==> src/rtl/adder_sched_pkg.sv <==
// adder_sched shared types and constants.
// State encoding, default operand width, stats counter width.
package adder_sched_pkg;

  typedef enum logic [1:0] {
    IDLE,
    CALC,
    HOLD
  } state_t;

  localparam int DEF_WIDTH = 8;
  localparam int STAT_W    = 16;

endpackage

==> src/rtl/adder_sched_if.sv <==
// Request/response bundle between clients and adder_sched.
// master = client side, slave = scheduler side.
interface adder_sched_if
  import adder_sched_pkg::*;
#(
  parameter int NREQ   = 4,
  parameter int WIDTH  = DEF_WIDTH,
  parameter int SWIDTH = WIDTH + 1,
  parameter int IDW    = $clog2(NREQ)
);

  logic [NREQ-1:0]       req_valid;
  logic [NREQ-1:0]       req_ready;
  logic [NREQ*WIDTH-1:0] req_x;
  logic [NREQ*WIDTH-1:0] req_y;
  logic [NREQ-1:0]       req_cin;
  logic                  rsp_valid;
  logic                  rsp_ready;
  logic [IDW-1:0]        rsp_id;
  logic [SWIDTH-1:0]     rsp_sum;
  logic                  rsp_zero;

  modport master (
    output req_valid, req_x, req_y, req_cin,
    output rsp_ready,
    input  req_ready,
    input  rsp_valid, rsp_id, rsp_sum, rsp_zero
  );

  modport slave (
    input  req_valid, req_x, req_y, req_cin,
    input  rsp_ready,
    output req_ready,
    output rsp_valid, rsp_id, rsp_sum, rsp_zero
  );

endinterface

==> src/rtl/adder_sched_rr_arbiter.sv <==
// Round-robin arbiter: first request at or after ptr, wrapping.
// Pointer storage lives in the caller.
module rr_arbiter #(
  parameter int NREQ = 4,
  parameter int IDW  = $clog2(NREQ)
) (
  input  logic [NREQ-1:0] req,
  input  logic [IDW-1:0]  ptr,
  input  logic            en,
  output logic [NREQ-1:0] gnt,
  output logic [IDW-1:0]  idx
);

  // Scan from ptr upward with wrap, take the first asserted request.
  always_comb begin : scan
    int   j;
    logic found;
    gnt   = '0;
    idx   = '0;
    found = 1'b0;
    j     = 0;
    for (int k = 0; k < NREQ; k++) begin
      j = int'(ptr) + k;
      if (j >= NREQ) j = j - NREQ;
      if (en && !found && req[j]) begin
        found  = 1'b1;
        gnt[j] = 1'b1;
        idx    = IDW'(j);
      end
    end
  end

endmodule

==> src/rtl/adder_sched.sv <==
// Round-robin scheduler around one registered add-with-carry unit.
// Optional ADDER_SCHED_STATS_EN adds op_count (completed responses).
module adder_sched
  import adder_sched_pkg::*;
#(
  parameter int NREQ   = 4,
  parameter int WIDTH  = DEF_WIDTH,
  parameter int SWIDTH = WIDTH + 1,
  parameter int IDW    = $clog2(NREQ)
) (
  input  logic              clk,
  input  logic              rst_n,
  adder_sched_if.slave      bus
`ifdef ADDER_SCHED_STATS_EN
  ,
  output logic [STAT_W-1:0] op_count
`endif
);

  state_t            state;
  state_t            state_nxt;
  logic [IDW-1:0]    ptr;
  logic [WIDTH-1:0]  x_reg;
  logic [WIDTH-1:0]  y_reg;
  logic              cin_reg;
  logic [IDW-1:0]    id_reg;
  logic [IDW-1:0]    rsp_id_reg;
  logic [SWIDTH-1:0] sum_reg;
  logic              zero_reg;
  logic [SWIDTH-1:0] sum;
  logic              arb_en;
  logic [NREQ-1:0]   gnt;
  logic [IDW-1:0]    gnt_idx;
  logic              gnt_any;
  logic              rsp_fire;

  assign arb_en   = (state == IDLE) ||
                    ((state == HOLD) && bus.rsp_ready);
  assign gnt_any  = |gnt;
  assign rsp_fire = (state == HOLD) && bus.rsp_ready;
  assign sum      = SWIDTH'(x_reg) + SWIDTH'(y_reg)
                  + SWIDTH'(cin_reg);

  rr_arbiter #(
    .NREQ (NREQ),
    .IDW  (IDW)
  ) u_arb (
    .req  (bus.req_valid),
    .ptr  (ptr),
    .en   (arb_en),
    .gnt  (gnt),
    .idx  (gnt_idx)
  );

  // State register.
  always_ff @(posedge clk or negedge rst_n) begin
    if (!rst_n) state <= IDLE;
    else        state <= state_nxt;
  end

  // Next-state: accept, compute, then hold until consumed.
  always_comb begin
    state_nxt = state;
    unique case (state)
      IDLE: if (gnt_any) state_nxt = CALC;
      CALC: state_nxt = HOLD;
      HOLD: begin
        if (bus.rsp_ready)
          state_nxt = gnt_any ? CALC : IDLE;
      end
      default: state_nxt = IDLE;
    endcase
  end

  // Outputs: grant is combinational, response from registers.
  always_comb begin
    bus.req_ready = gnt;
    bus.rsp_valid = (state == HOLD);
    bus.rsp_id    = rsp_id_reg;
    bus.rsp_sum   = sum_reg;
    bus.rsp_zero  = zero_reg;
  end

  // Round-robin pointer moves past the winner on each grant.
  always_ff @(posedge clk or negedge rst_n) begin
    if (!rst_n) begin
      ptr <= '0;
    end else if (gnt_any) begin
      if (gnt_idx == IDW'(NREQ - 1)) ptr <= '0;
      else                           ptr <= gnt_idx + 1'b1;
    end
  end

  // Operand capture on grant.
  always_ff @(posedge clk or negedge rst_n) begin
    if (!rst_n) begin
      x_reg   <= '0;
      y_reg   <= '0;
      cin_reg <= 1'b0;
      id_reg  <= '0;
    end else if (gnt_any) begin
      x_reg   <= bus.req_x[gnt_idx*WIDTH +: WIDTH];
      y_reg   <= bus.req_y[gnt_idx*WIDTH +: WIDTH];
      cin_reg <= bus.req_cin[gnt_idx];
      id_reg  <= gnt_idx;
    end
  end

  // Result stage: sum and zero flag registered during CALC.
  always_ff @(posedge clk or negedge rst_n) begin
    if (!rst_n) begin
      sum_reg    <= '0;
      zero_reg   <= 1'b0;
      rsp_id_reg <= '0;
    end else if (state == CALC) begin
      sum_reg    <= sum;
      zero_reg   <= (sum == '0);
      rsp_id_reg <= id_reg;
    end
  end

`ifdef ADDER_SCHED_STATS_EN
  // Saturating count of consumed responses.
  always_ff @(posedge clk or negedge rst_n) begin
    if (!rst_n)
      op_count <= '0;
    else if (rsp_fire && (op_count != '1))
      op_count <= op_count + 1'b1;
  end
`else
  logic unused_fire;
  assign unused_fire = rsp_fire;
`endif

endmodule

==> src/flat_wrapper.sv <==
// flat-port wrapper written by rule: the top's interface ports become plain ports
module adder_sched_flat import adder_sched_pkg::*;
#(
  parameter int NREQ   = 4,
  parameter int WIDTH  = DEF_WIDTH,
  parameter int SWIDTH = WIDTH + 1,
  parameter int IDW    = $clog2(NREQ)
)
  (clk, rst_n, bus_req_valid, bus_req_x, bus_req_y, bus_req_cin, bus_rsp_ready, bus_req_ready, bus_rsp_valid, bus_rsp_id, bus_rsp_sum, bus_rsp_zero);
  adder_sched_if #(.NREQ(NREQ), .WIDTH(WIDTH), .SWIDTH(SWIDTH), .IDW(IDW)) bus_i ();
  input  logic clk;
  input  logic rst_n;
  input wire logic [$bits(bus_i.req_valid)-1:0] bus_req_valid;
  input wire logic [$bits(bus_i.req_x)-1:0] bus_req_x;
  input wire logic [$bits(bus_i.req_y)-1:0] bus_req_y;
  input wire logic [$bits(bus_i.req_cin)-1:0] bus_req_cin;
  input wire logic [$bits(bus_i.rsp_ready)-1:0] bus_rsp_ready;
  output wire logic [$bits(bus_i.req_ready)-1:0] bus_req_ready;
  output wire logic [$bits(bus_i.rsp_valid)-1:0] bus_rsp_valid;
  output wire logic [$bits(bus_i.rsp_id)-1:0] bus_rsp_id;
  output wire logic [$bits(bus_i.rsp_sum)-1:0] bus_rsp_sum;
  output wire logic [$bits(bus_i.rsp_zero)-1:0] bus_rsp_zero;
  assign bus_i.req_valid = bus_req_valid;
  assign bus_i.req_x = bus_req_x;
  assign bus_i.req_y = bus_req_y;
  assign bus_i.req_cin = bus_req_cin;
  assign bus_i.rsp_ready = bus_rsp_ready;
  assign bus_req_ready = bus_i.req_ready;
  assign bus_rsp_valid = bus_i.rsp_valid;
  assign bus_rsp_id = bus_i.rsp_id;
  assign bus_rsp_sum = bus_i.rsp_sum;
  assign bus_rsp_zero = bus_i.rsp_zero;
  adder_sched #(.NREQ(NREQ), .WIDTH(WIDTH), .SWIDTH(SWIDTH), .IDW(IDW)) u_core (.clk(clk), .rst_n(rst_n), .bus(bus_i));
endmodule
==> config.mk <==
export PLATFORM = sky130hd
export DESIGN_NAME = adder_sched_flat
export DESIGN_NICKNAME = d
export VERILOG_FILES = /design/src/rtl/adder_sched_pkg.sv /design/src/rtl/adder_sched_if.sv /design/src/rtl/adder_sched_rr_arbiter.sv /design/src/rtl/adder_sched.sv /design/src/flat_wrapper.sv
export SDC_FILE = /design/constraint.sdc
export NUM_CORES = 1
export LEC_CHECK = 0
export ABC_CLOCK_PERIOD_IN_PS = 8100
export CAP_MARGIN = 15
export CORE_UTILIZATION = 35
export CTS_CLUSTER_SIZE = 14
export DETAILED_ROUTE_END_ITERATION = 7
export GPL_ROUTABILITY_DRIVEN = 1
export PLACE_DENSITY = 0.65
export SLEW_MARGIN = 20
export SYNTH_ARGS = -nofsm -noshare
export SYNTH_HDL_FRONTEND = slang
export SYNTH_SLANG_ARGS = --single-unit
==> constraint.sdc <==
create_clock -name clk -period 8.1 [get_ports clk]
set_input_delay 1.215 -clock clk [delete_from_list [all_inputs] [get_ports clk]]
set_output_delay 1.215 -clock clk [all_outputs]
set_load 0.01 [all_outputs]
==> results_dict.tcl, run 1 <==
set metrics [dict create \
    dp_hpwl_mm 5.046 \
    numPortBuffers 91 \
    grt_use_met2_pct 27.44 \
    slew_headroom_pct 43.82 \
    cts_tree "yes" \
    power.total_uw 1622 \
    core_um2 7727 \
    fin_crit_sh_pct 60.95 \
    yosys.area.top_type "dfrtp_1" \
    route.vias.total 2505 \
    synth_edf_count 0 \
    postSynthAreaPerCell_um2 8.914 \
    yosys.area.top_type_share_pct 31.29 \
    cts_made_buffers 5 \
    cts_hold_buf 0 \
    slew_violations 0 \
    syn_inst 314 \
    syn_nets 407 \
    die_width_um 91.43 \
    netlist_area_um2 2799 \
    cts_setup_buffers 0 \
    path_max_fanout 11 \
    antenna_cells 0 \
    routedWlPerCell_um 13.36 \
    die_h_um 91.43 \
    initial_core_util_pct 36.22 \
    fin_skew_ns 0.005976 \
    rows 32 \
    tns_ns 0 \
    busiest_layer "met2" \
    r2r_cells 10 \
    period_needed_ns 4.937 \
    hold-path-cell-count 2 \
    max_freq_mhz 202.6 \
    cap_violations 0 \
    critPathArrivalTime_ns 3.72 \
    synthArstFlopShare_pct 100.0 \
    cp.required_ns 6.88 \
    status "completed" \
    leakagePower_uw 0.001670 \
    nets 486 \
    placed_cells 488 \
    whs_ns 0.4788 \
    globalplace.congestion 0.7747 \
    synth.yosys.seq_area_share_pct 31.29 \
    clk_root_buffer_cell "clkbuf_8" \
    synth.distinct_cells 52 \
    critPathCaptureType "output pin" \
    fin_cells 496 \
    min_path_type "reg2reg" \
    rsz0062_at_grt "no" \
    grt_max_degree 41 \
    cts.clk_slew.worst_paths_ns 0.07 \
    routed_via_density 5.050 \
    power_density_nw_per_um2 424.9 \
    worst_pin_slew_ns 0.8395 \
    drc 0 \
    cts.sinks 35 \
    io_pins 92 \
    final_antenna_net_count 0 \
    area_delta_synth_final_pct 36.39 \
    finalWirelength_mm 6.629 \
    first_pass_iters 4 \
    synth.area.top_cells "dfrtp_1 (31%), nand2_1 (8.0%), ha_1 (7.2%)" \
    drt_iter0_drc 125 \
    ys_warn_count 0 \
    met3_usage_pct 2.848 \
    drive_gt1_share_pct 9.391 \
    grtUsageMet1_pct 21.78 \
    insertion_delay_ns 0.29 \
    ir_drop_mv 0.1703 \
    cp-start-kind "primary input" \
    post_cts_resized 0 \
    grt_pass1_vias 2423 \
    gr-total-overflow 0 \
    grt_use_total_pct 16.43 \
    largest_reg_flops 9 \
    htreeDepth 2 \
    antenna_found_initial 0 \
    cts_buffer_depth 2 \
    synth_seq_cells 35 \
    grt_pass1_wl_mm 11.12 \
    synth_ff_type "dfrtp_1" \
    hold_viol 0 \
    setup_viol 0 \
    dieArea_um2 8359 \
    setup.worst_path.class "in2out" \
]
-- final timing paths --
check | startpoint | end | slack, ns
worst max-delay path | bus_req_valid[0] | bus_req_ready[0] | 3.16
worst min-delay path | u_core.bus.rsp_sum[0] | u_core.bus.rsp_sum[0] | 0.48
worst max register to register | u_core.ptr[0] | u_core.ptr[0] | 3.86
worst min register to register | u_core.bus.rsp_sum[0] | u_core.bus.rsp_sum[0] | 0.48
max in group asynchronous | rst_n | u_core.x_reg[0] | 6.59
min in group asynchronous | rst_n | u_core.bus.rsp_sum[8] | 1.01
-- metrics by stage --
step	worst slack, ns	utilization [%]	cell area (µm²)
after floorplan	4.318	-	2799
after global placement	3.298	48.11	3717
after detailed placement	3.180	48.11	3717
after CTS	3.185	49.40	3817
after global routing	3.043	49.40	3817
final	3.163	49.40	3817
-- worst max-delay path: stages --
cell,delay [ns]
clkdlybuf4s50_1,0.58
mux4_2,0.63
nor2b_1,0.28
a22oi_1,0.13
nor2_1,0.24
a21o_1,0.12
clkdlybuf4s50_1,0.52
-- synth_stat cells (2+ instances only) --
master and number:
and3_1 17, nand2_1 60, mux4_2 3, clkbuf_1 5, buf_4 3, mux2i_1 2, fa_1 2, xnor2_1 3
nor2_1 11, o21bai_1 2, a21oi_1 8, o31ai_1 18, a211oi_2 7, and2_1 16, xor2_1 3, o21ai_0 11
dfrtp_1 35, a211oi_1 10, nor3_2 2, nor2b_1 5, a22oi_1 4, ha_1 16, buf_2 8, nand2b_1 3
a22o_1 4, inv_1 12, mux2_2 10, a21o_1 5, nor3_1 3, buf_6 4
-- layer usage --
layer  routed length (µm)  vias up
li1                     -     1275
met1                 3115     1148
met2                 3133       73
met3                  317        9
met4                   63        0
met5                    0        -
-- power breakdown --
group | internal [µW] | switching (µW)
registers | 269 | 72.4
logic | 523 | 619
clock network | 77.6 | 61.3
total | 869 | 752
-- cells by family after synthesis --
| family | synth area share (%) |
|---|---|
| simple gates | 22.13 |
| compound gates | 22.49 |
| flops | 31.29 |
| buf+inv | 6.482 |
| fa+ha+maj | 8.583 |
| mux | 7.152 |
| xor+xnor | 1.878 |
-- cell usage in the layout (no fill, tap or decap), types with 4 or more instances in the layout --
| cell | n |
|---|---|
| a22o_1 | 4 |
| a22oi_1 | 4 |
| clkbuf_8 | 7 |
| nor2b_1 | 5 |
| and2_1 | 16 |
| mux2_2 | 10 |
| nor2_1 | 11 |
| a211oi_2 | 7 |
| ha_1 | 16 |
| nand2_1 | 60 |
| a211oi_1 | 10 |
| a21oi_1 | 8 |
| a21o_1 | 5 |
| o31ai_1 | 18 |
| dfrtp_1 | 35 |
| o21ai_0 | 11 |
| clkdlybuf4s50_1 | 90 |
| and3_1 | 17 |
| inv_1 | 12 |
-- area by class of cell --
type | count | area (µm²)
Fill cell | 771 | 3910
Sequential cell | 35 | 875.8
Multi-Input combinational cell | 245 | 1742
Clock buffer | 8 | 100.1
Timing Repair Buffer | 93 | 920.9
Tap cell | 102 | 127.6
Inverter | 13 | 51.30
Note: power is estimated with default switching activity, not from simulation.
==> run 2: changes to the inputs <==
--- a/config.mk
+++ b/config.mk
@@ -5,7 +5,7 @@
 export SDC_FILE = /design/constraint.sdc
 export NUM_CORES = 1
 export LEC_CHECK = 0
-export ABC_CLOCK_PERIOD_IN_PS = 8100
+export ABC_CLOCK_PERIOD_IN_PS = 4700
 export CAP_MARGIN = 15
 export CORE_UTILIZATION = 35
 export CTS_CLUSTER_SIZE = 14
==> constraint.sdc (replaced) <==
create_clock -name clk -period 4.7 [get_ports clk]
set_input_delay 0.705 -clock clk [delete_from_list [all_inputs] [get_ports clk]]
set_output_delay 0.705 -clock clk [all_outputs]
set_load 0.01 [all_outputs]
==> run 2 against run 1 <==
Effect of this change:
- cell area up 1.1%
- clock power up 130%
- die area is the same
==> results_dict.tcl, run 2 (synthesis results as in run 1) <==
set metrics [dict create \
    hold_viol 0 \
    cts_tree "yes" \
    max_freq_mhz 233.3 \
    cp-start-kind "flop" \
    drt_iter0_drc 99 \
    power_density_nw_per_um2 750.9 \
    register_area_um2 875.8 \
    routedWlPerCell_um 13.58 \
    layout_common_cells "clkdlybuf4s50_1 (90), nand2_1 (60), dfrtp_1 (35), o31ai_1 (18), and3_1 (17)" \
    cts_buffer_depth 2 \
    r2r_cells 10 \
    fin_crit_sh_pct 91.21 \
    gr-total-overflow 0 \
    nets 487 \
    clk_root_buffer_cell "clkbuf_8" \
    cts_setup_buffers 0 \
    antenna_cells 0 \
    min_path_type "reg2reg" \
    largest_reg_flops 9 \
    core_um2 7727 \
    area_delta_synth_final_pct 37.95 \
    setup_viol 0 \
    die_h_um 91.43 \
    p_sw_share_pct 45.40 \
    status "completed" \
    dp_hpwl_mm 5.102 \
    multi_input_comb_area_um2 1742 \
    combPwrFrac_pct 68.5 \
    fillers 743 \
    cts.sinks 35 \
    tns_ns 0 \
    worst_pin_slew_ns 0.7828 \
    io_pins 92 \
    slew_violations 0 \
    pwr-share-seq_pct 20.3 \
    drc 0 \
    final_common_cell "clkdlybuf4s50_1" \
    antenna_found_initial 0 \
    grt_max_degree 41 \
    grt_pass1_vias 2311 \
    setup.worst_path.class "reg2out" \
    path_max_fanout 18 \
    first_pass_iters 4 \
    cap_violations 0 \
    fin_skew_ns 0.005302 \
    routed_via_density 5.080 \
    critPathSlowestCell "dfrtp_1" \
    drive_gt1_share_pct 9.873 \
    htreeDepth 2 \
    grt_pass1_wl_mm 11.02 \
    rows 32 \
    hold-path-cell-count 2 \
    die_width_um 91.43 \
    pwr-share-clk_pct 11.2 \
    cts_made_buffers 5 \
    critical_path.cell_chain "inv_1, ha_1, mux2i_1, mux2_2, nor2_1, a22o_1, nand2_1, o21ai_0, clkdlybuf4s50_1" \
    p_sw_uw 1316 \
    cp.required_ns 3.99 \
    critPathCaptureType "output pin" \
    final_core_util_pct 49.97 \
    critPathArrivalTime_ns 3.58 \
    period_needed_ns 4.287 \
    grt_use_total_pct 16.47 \
    leakagePower_uw 0.001687 \
    ir_drop_mv 0.3129 \
    critical_path.max_stage_delay_ns 0.74 \
    internal_power_uw 1583 \
    numPortBuffers 91 \
    rsz0062_at_grt "no" \
    cts.clk_slew.worst_paths_ns 0.07 \
    slew_headroom_pct 47.82 \
    dieArea_um2 8359 \
    finalWirelength_mm 6.748 \
    cts_hold_buf 0 \
    initial_core_util_pct 36.22 \
    globalplace.congestion 0.7794 \
    final_antenna_net_count 0 \
    insertion_delay_ns 0.29 \
    post_cts_resized 0 \
    route.vias.total 2525 \
]
run 2: cell count changes in the layout (fill, tap and decap cells not counted):
cell        before  now
buf_4            2    3
bufinv_16        0    2
clkinvlp_4       0    1
clkbuf_8         7    5
clkbuf_1         1    0
run 2: path summary, 6_finish.rpt:
path / start / end / slack (ns)
max in group asynchronous: rst_n / u_core.bus.rsp_sum[5] / 3.71
min: u_core.bus.rsp_zero / u_core.bus.rsp_zero / 0.48
max reg2reg: u_core.ptr[0] / u_core.ptr[1] / 0.95
max: u_core.ptr[0] / bus_req_ready[1] / 0.41
min in group asynchronous: rst_n / u_core.bus.rsp_sum[8] / 0.49
min reg2reg: u_core.bus.rsp_zero / u_core.bus.rsp_zero / 0.48
run 2: cell type report:
class | count | share of cell area, %
sequential | 35 | 22.68
tap | 102 | 3.305
inverter | 13 | 1.329
timing repair buffer | 94 | 24.04
multi-input combinational | 245 | 45.11
clock buffer | 5 | 1.782
clock inverter | 3 | 1.750
run 2: per-stage QoR:
step           total power, µW  instances  area [µm²]  hold slack [ns]  setup WS (ns)
2_1_floorplan             2142        314        2799           0.4094          1.741
3_3_place_gp              2557        489        3725           0.4615         0.8860
6_report                  2899        497        3861           0.4768         0.4131
4_1_cts                   2939        497        3861           0.4829         0.3986
3_5_place_dp              2599        489        3725           0.4656         0.7326
5_1_grt                   3196        497        3861           0.5025         0.1097
run 2: worst max-delay path, delay by kind of cell (launching register included):
kind | cells | cell delay [ns]
AO/OA/AOI/OAI | 2 | 0.27
buffers and inverters | 2 | 0.86
flip-flops | 1 | 0.74
AND/OR/NAND/NOR | 2 | 0.35
adder cells (fa/ha/maj) | 1 | 0.59
multiplexers | 2 | 0.48
run 2: layer usage:
layer | global-route usage, % | routed length (µm) | vias to the layer above
li1 | - | - | 1276
met1 | 23.00 | 3176 | 1178
met2 | 26.19 | 3207 | 64
met3 | 2.931 | 295 | 7
met4 | 4.233 | 68 | 0
met5 | 0 | 0 | -
run 2: power groups by stage:
stage	Clock [µW]	Sequential [µW]	Combinational [µW]
6_report	326	589	1980
3_3_place_gp	0	589	1970
3_5_place_dp	0	598	2000
4_1_cts	333	592	2010
2_1_floorplan	0	566	1580
5_1_grt	347	612	2240
==> RTL change 1, RTL diff (flow settings as in run 1) <==
The 3 states of `state_t` get a one-hot encoding in 3 bits.
--- a/src/rtl/adder_sched_pkg.sv
+++ b/src/rtl/adder_sched_pkg.sv
@@ -3,8 +3,8 @@
 package adder_sched_pkg;
 
-  typedef enum logic [1:0] {
-    IDLE,
-    CALC,
-    HOLD
+  typedef enum logic [2:0] {
+    IDLE = 3'b001,
+    CALC = 3'b010,
+    HOLD = 3'b100
   } state_t;
 
Function: same outputs for any inputs over 10 cycles, from zero or initial values and one cycle with rst_n low; not proved beyond that.
==> RTL change 1 against run 1 <==
Wire length fell by 15%; power fell by 2.1%; critical endpoint unchanged; maximum frequency fell by 3.4%; setup slack worse by 0.18 ns; via count fell by 18%; largest cell class unchanged; cell area fell by 2.4%; synthesized area is 4.2% lower; sequential cell count rose by 1.
==> RTL change 1: results <==
export IMPL_dp_hpwl_um=4560
export IMPL_reg2reg_slack_ns=4.33
export IMPL_drt_vias_per_instance=5.10
export IMPL_synth_xor_area_share_pct=1.63
export IMPL_status="finished, final reports clean"
export IMPL_grt_usage_pct=15.6
export IMPL_worstMarginPinSlew_ns=0.776
export IMPL_drive_gt1_share_pct=17.8
export IMPL_fin_nets=395
export IMPL_path_max_fanout=7
export IMPL_vias=2050
export IMPL_synth_fa_ha_area_share_pct=8.96
export IMPL_grt_first_pass_wirelength_um=9540
export IMPL_drt_initial_drc_count=150
export IMPL_yosysUniqueCellTypes=47
export IMPL_ir_drop_uv=166
export IMPL_synth_top_area_share_pct=32.7
export IMPL_synth_cells=213
export IMPL_dp_cells=394
export IMPL_synth_area_leaders="dfrtp_1 33%, mux4_2 11%, mux2_4 7.8%, mux4_1 7.8%, ha_1 7.5%"
export IMPL_reg2reg_depth=9
export IMPL_place_gp_congestion=0.803
export IMPL_use_met3_pct=4.06
export IMPL_wirelength_um=5650
export IMPL_r2r_end="u_core.y_reg[1]$_DFFE_PN0P_"
-- RTL change 1: layout make-up --
| cell class | count | area, um2 | area share [%] |
|---|---|---|---|
| Sequential cell | 36 | 902 | 24.2 |
| Tap cell | 99 | 124 | 3.32 |
| Inverter | 13 | 48.8 | 1.31 |
| Clock buffer | 7 | 76.3 | 2.05 |
| Clock inverter | 1 | 5.00 | 0.134 |
| Multi-Input combinational cell | 153 | 1650 | 44.3 |
| Timing Repair Buffer | 93 | 921 | 24.7 |
-- RTL change 1: routing by layer --
metal	wire length, um	up-vias
met1	2630	975
li1	-	986
met4	58	0
met5	0	-
met2	2620	84
met3	336	5
-- RTL change 1: power by group --
part | internal (mW) | switching, mW | leakage, nW | total (mW)
Sequential | 0.278 | 0.0733 | 0.438 | 0.351
Clock | 0.0603 | 0.0601 | 0.0422 | 0.120
Combinational | 0.628 | 0.488 | 1.05 | 1.12
-- RTL change 1: worst max-delay path: stages --
cell	delay, ns
clkdlybuf4s50_1	0.50
mux4_2	0.60
or2_4	0.31
nor3_1	0.41
a22oi_1	0.12
o21ai_0	0.15
clkdlybuf4s50_1	0.59
-- RTL change 1: how the worst max path moves through the flow --
stage	from	end	slack [ns]	depth (start not counted)
after floorplan	bus_req_valid[3]	bus_req_ready[3]	4.26	5
after detailed placement	bus_req_valid[3]	bus_req_ready[1]	3.02	7
final	bus_req_valid[3]	bus_req_ready[0]	2.99	7
after CTS	bus_req_valid[3]	bus_req_ready[1]	3.03	7
after global placement	bus_req_valid[2]	bus_req_ready[0]	3.15	7
after global routing	bus_req_valid[2]	bus_req_ready[0]	2.91	7
==> RTL change 2, RTL diff (config.mk and constraints of run 1) <==
Made on the original files. `DEF_WIDTH`: 8 -> 12.
--- a/src/rtl/adder_sched_pkg.sv
+++ b/src/rtl/adder_sched_pkg.sv
@@ -9,5 +9,5 @@
   } state_t;
 
-  localparam int DEF_WIDTH = 8;
+  localparam int DEF_WIDTH = 12;
   localparam int STAT_W    = 16;
 
Interface: changed (resized bus_req_x, bus_req_y and bus_rsp_sum); port bits go from 92 to 128. No check against the original RTL was run, so the function may have changed too.
==> RTL change 2 against run 1 <==
Clock skew increased by 0.0017 ns; wire length increased by 25%; count of clock-buffer cells in the layout decreased by 2; synthesized area increased by 29%; sequential share of layout area increased by 0.63 points; setup slack improved by 0.14 ns; sequential cell count increased by 12; register-to-register slack improved by 0.43 ns; power increased by 21%; cell area increased by 31%; maximum frequency increased by 2.8%; first-iteration DRC count decreased by 39%.
==> RTL change 2: results <==
export IMPL_status="finished, final reports clean"
export IMPL_crit_family="buffers and inverters"
export IMPL_syn_nets=488
export IMPL_cts_setup_buffers=0
export IMPL_place_gp_congestion=0.814
export IMPL_cts_buffers=5
export IMPL_reg2reg_depth=10
export IMPL_cp_arrival_ns=3.59
export IMPL_htree_levels=2
export IMPL_fin_nets=604
export IMPL_reg2reg_slack_ns=4.29
export IMPL_drt_initial_drc_count=76
export IMPL_r2r_start="u_core.ptr[0]$_DFFE_PN0P_"
export IMPL_leakagePower_nw=2.31
export IMPL_r2r_end="u_core.ptr[1]$_DFFE_PN0P_"
export IMPL_power_internal_mw=1.08
export IMPL_grt_pass1_vias=2839
export IMPL_ys_seq_area_share_pct=32.7
export IMPL_clkTransAtPathRegs_ns=0.08
export IMPL_synth_area_leaders="dfrtp_1 33%, mux2i_1 14%, ha_1 7.0%, mux2_2 6.3%, mux2_1 5.3%"
export IMPL_port_buffers=127
export IMPL_hold_class="register to register"
export IMPL_grt_first_pass_wirelength_um=13300
export IMPL_antenna_found_initial=0
export IMPL_drt_vias_per_instance=4.95
export IMPL_critPathSlowestCell="clkdlybuf4s50_1"
export IMPL_clock_latency_ns=0.29
export IMPL_dp_hpwl_um=6630
export IMPL_yosysUniqueCellTypes=49
export IMPL_slew_headroom_pct=42.1
export IMPL_drt_pass1_iter_count=4
export IMPL_finClkSkew_ns=0.00772
export IMPL_ys_top_cells_by_count="51 x mux2i_1, 47 x dfrtp_1, 42 x nand2_1"
export IMPL_antenna_cells=0
export IMPL_synthFlopType="dfrtp_1"
export IMPL_path_max_fanout=9
export IMPL_grt_max_degree=57
export IMPL_ir_drop_uv=180
export IMPL_yosys_warnings=0
export IMPL_min_delay_start="u_core.id_reg[1]$_DFFE_PN0P_"
export IMPL_grt_usage_pct=16.0
export IMPL_post_cts_resized=0
export IMPL_slowest_delay_ns=0.65
export IMPL_whs_endpoint="u_core.id_reg[1]$_DFFE_PN0P_"
export IMPL_cts_root_buf="clkbuf_8"
export IMPL_largest_reg_flops=13
export IMPL_ys_async_sr_fraction_pct=100
export IMPL_drive_gt1_share_pct=7.81
export IMPL_wirelength_um=8320
RTL change 2: layer usage:
layer  part of all wire [%]  track usage (%)  up-vias
met3                    4.4             2.28        7
met1                     48             23.3     1365
met2                     46             24.6       95
met5                      0                0        -
li1                       -                -     1536
met4                    1.1             4.55        0
RTL change 2: worst max-delay path by stage:
stage,startpoint,to,slack (ns),depth (start not counted)
after floorplan,bus_req_valid[0],bus_req_ready[3],4.42,5
after global placement,bus_req_valid[1],bus_req_ready[1],3.46,7
after detailed placement,bus_req_valid[3],bus_req_ready[3],3.33,7
after CTS,bus_req_valid[3],bus_req_ready[2],3.31,7
after global routing,bus_req_valid[1],bus_req_ready[3],3.13,7
final,bus_req_valid[0],bus_req_ready[2],3.30,7
RTL change 2: through the flow:
stage / std cells / area [um2] / utilization, % / worst slack (ns) / hold slack (ns)
after floorplan: 359 / 3600 / - / 4.42 / 0.446
final: 607 / 4990 / 50.6 / 3.30 / 0.484
after CTS: 607 / 4990 / 50.5 / 3.31 / 0.490
after global routing: 607 / 4990 / 50.6 / 3.13 / 0.507
after global placement: 601 / 4910 / 49.8 / 3.46 / 0.463
after detailed placement: 601 / 4910 / 49.8 / 3.33 / 0.471
RTL change 2: worst register-to-register path: cells and delay by family (launching register included):
family / cells / cell delay, ns
adder cells (fa/ha/maj): 2 / 0.73
AND/OR/NAND/NOR: 1 / 0.14
multiplexers: 1 / 0.25
AO/OA/AOI/OAI: 4 / 1.13
buffers and inverters: 2 / 0.64
flip-flops: 1 / 0.80
RTL change 2: layout make-up:
cell class | count | area [um2]
fillers | 913 | 4880
multi-input cells | 285 | 2270
repair buffers | 128 | 1280
flip-flops and latches | 47 | 1180
well taps | 133 | 166
clock buffers | 6 | 72.6
inverters | 8 | 30.0
RTL change 2: cell families (layout without fill, tap and decap cells):
logic type               after synthesis  count (layout)  synth area share, %
multiplexers                          90              90                 27.0
AO/OA/AOI/OAI                         85              85                 15.1
AND/OR/NAND/NOR                       78              78                 10.1
flip-flops                            47              47                 32.7
buffers and inverters                 27             142                 4.52
adder cells (fa/ha/maj)               22              22                 8.07
XOR/XNOR                              10              10                 2.43
RTL change 2: power by group through the flow:
stage / Combinational (mW) / Sequential (mW) / Clock (mW)
floorplan: 1.07 / 0.443 / 0
global placement: 1.38 / 0.450 / 0
detailed placement: 1.40 / 0.456 / 0
CTS: 1.41 / 0.451 / 0.135
global route: 1.56 / 0.470 / 0.142
finish: 1.39 / 0.449 / 0.128
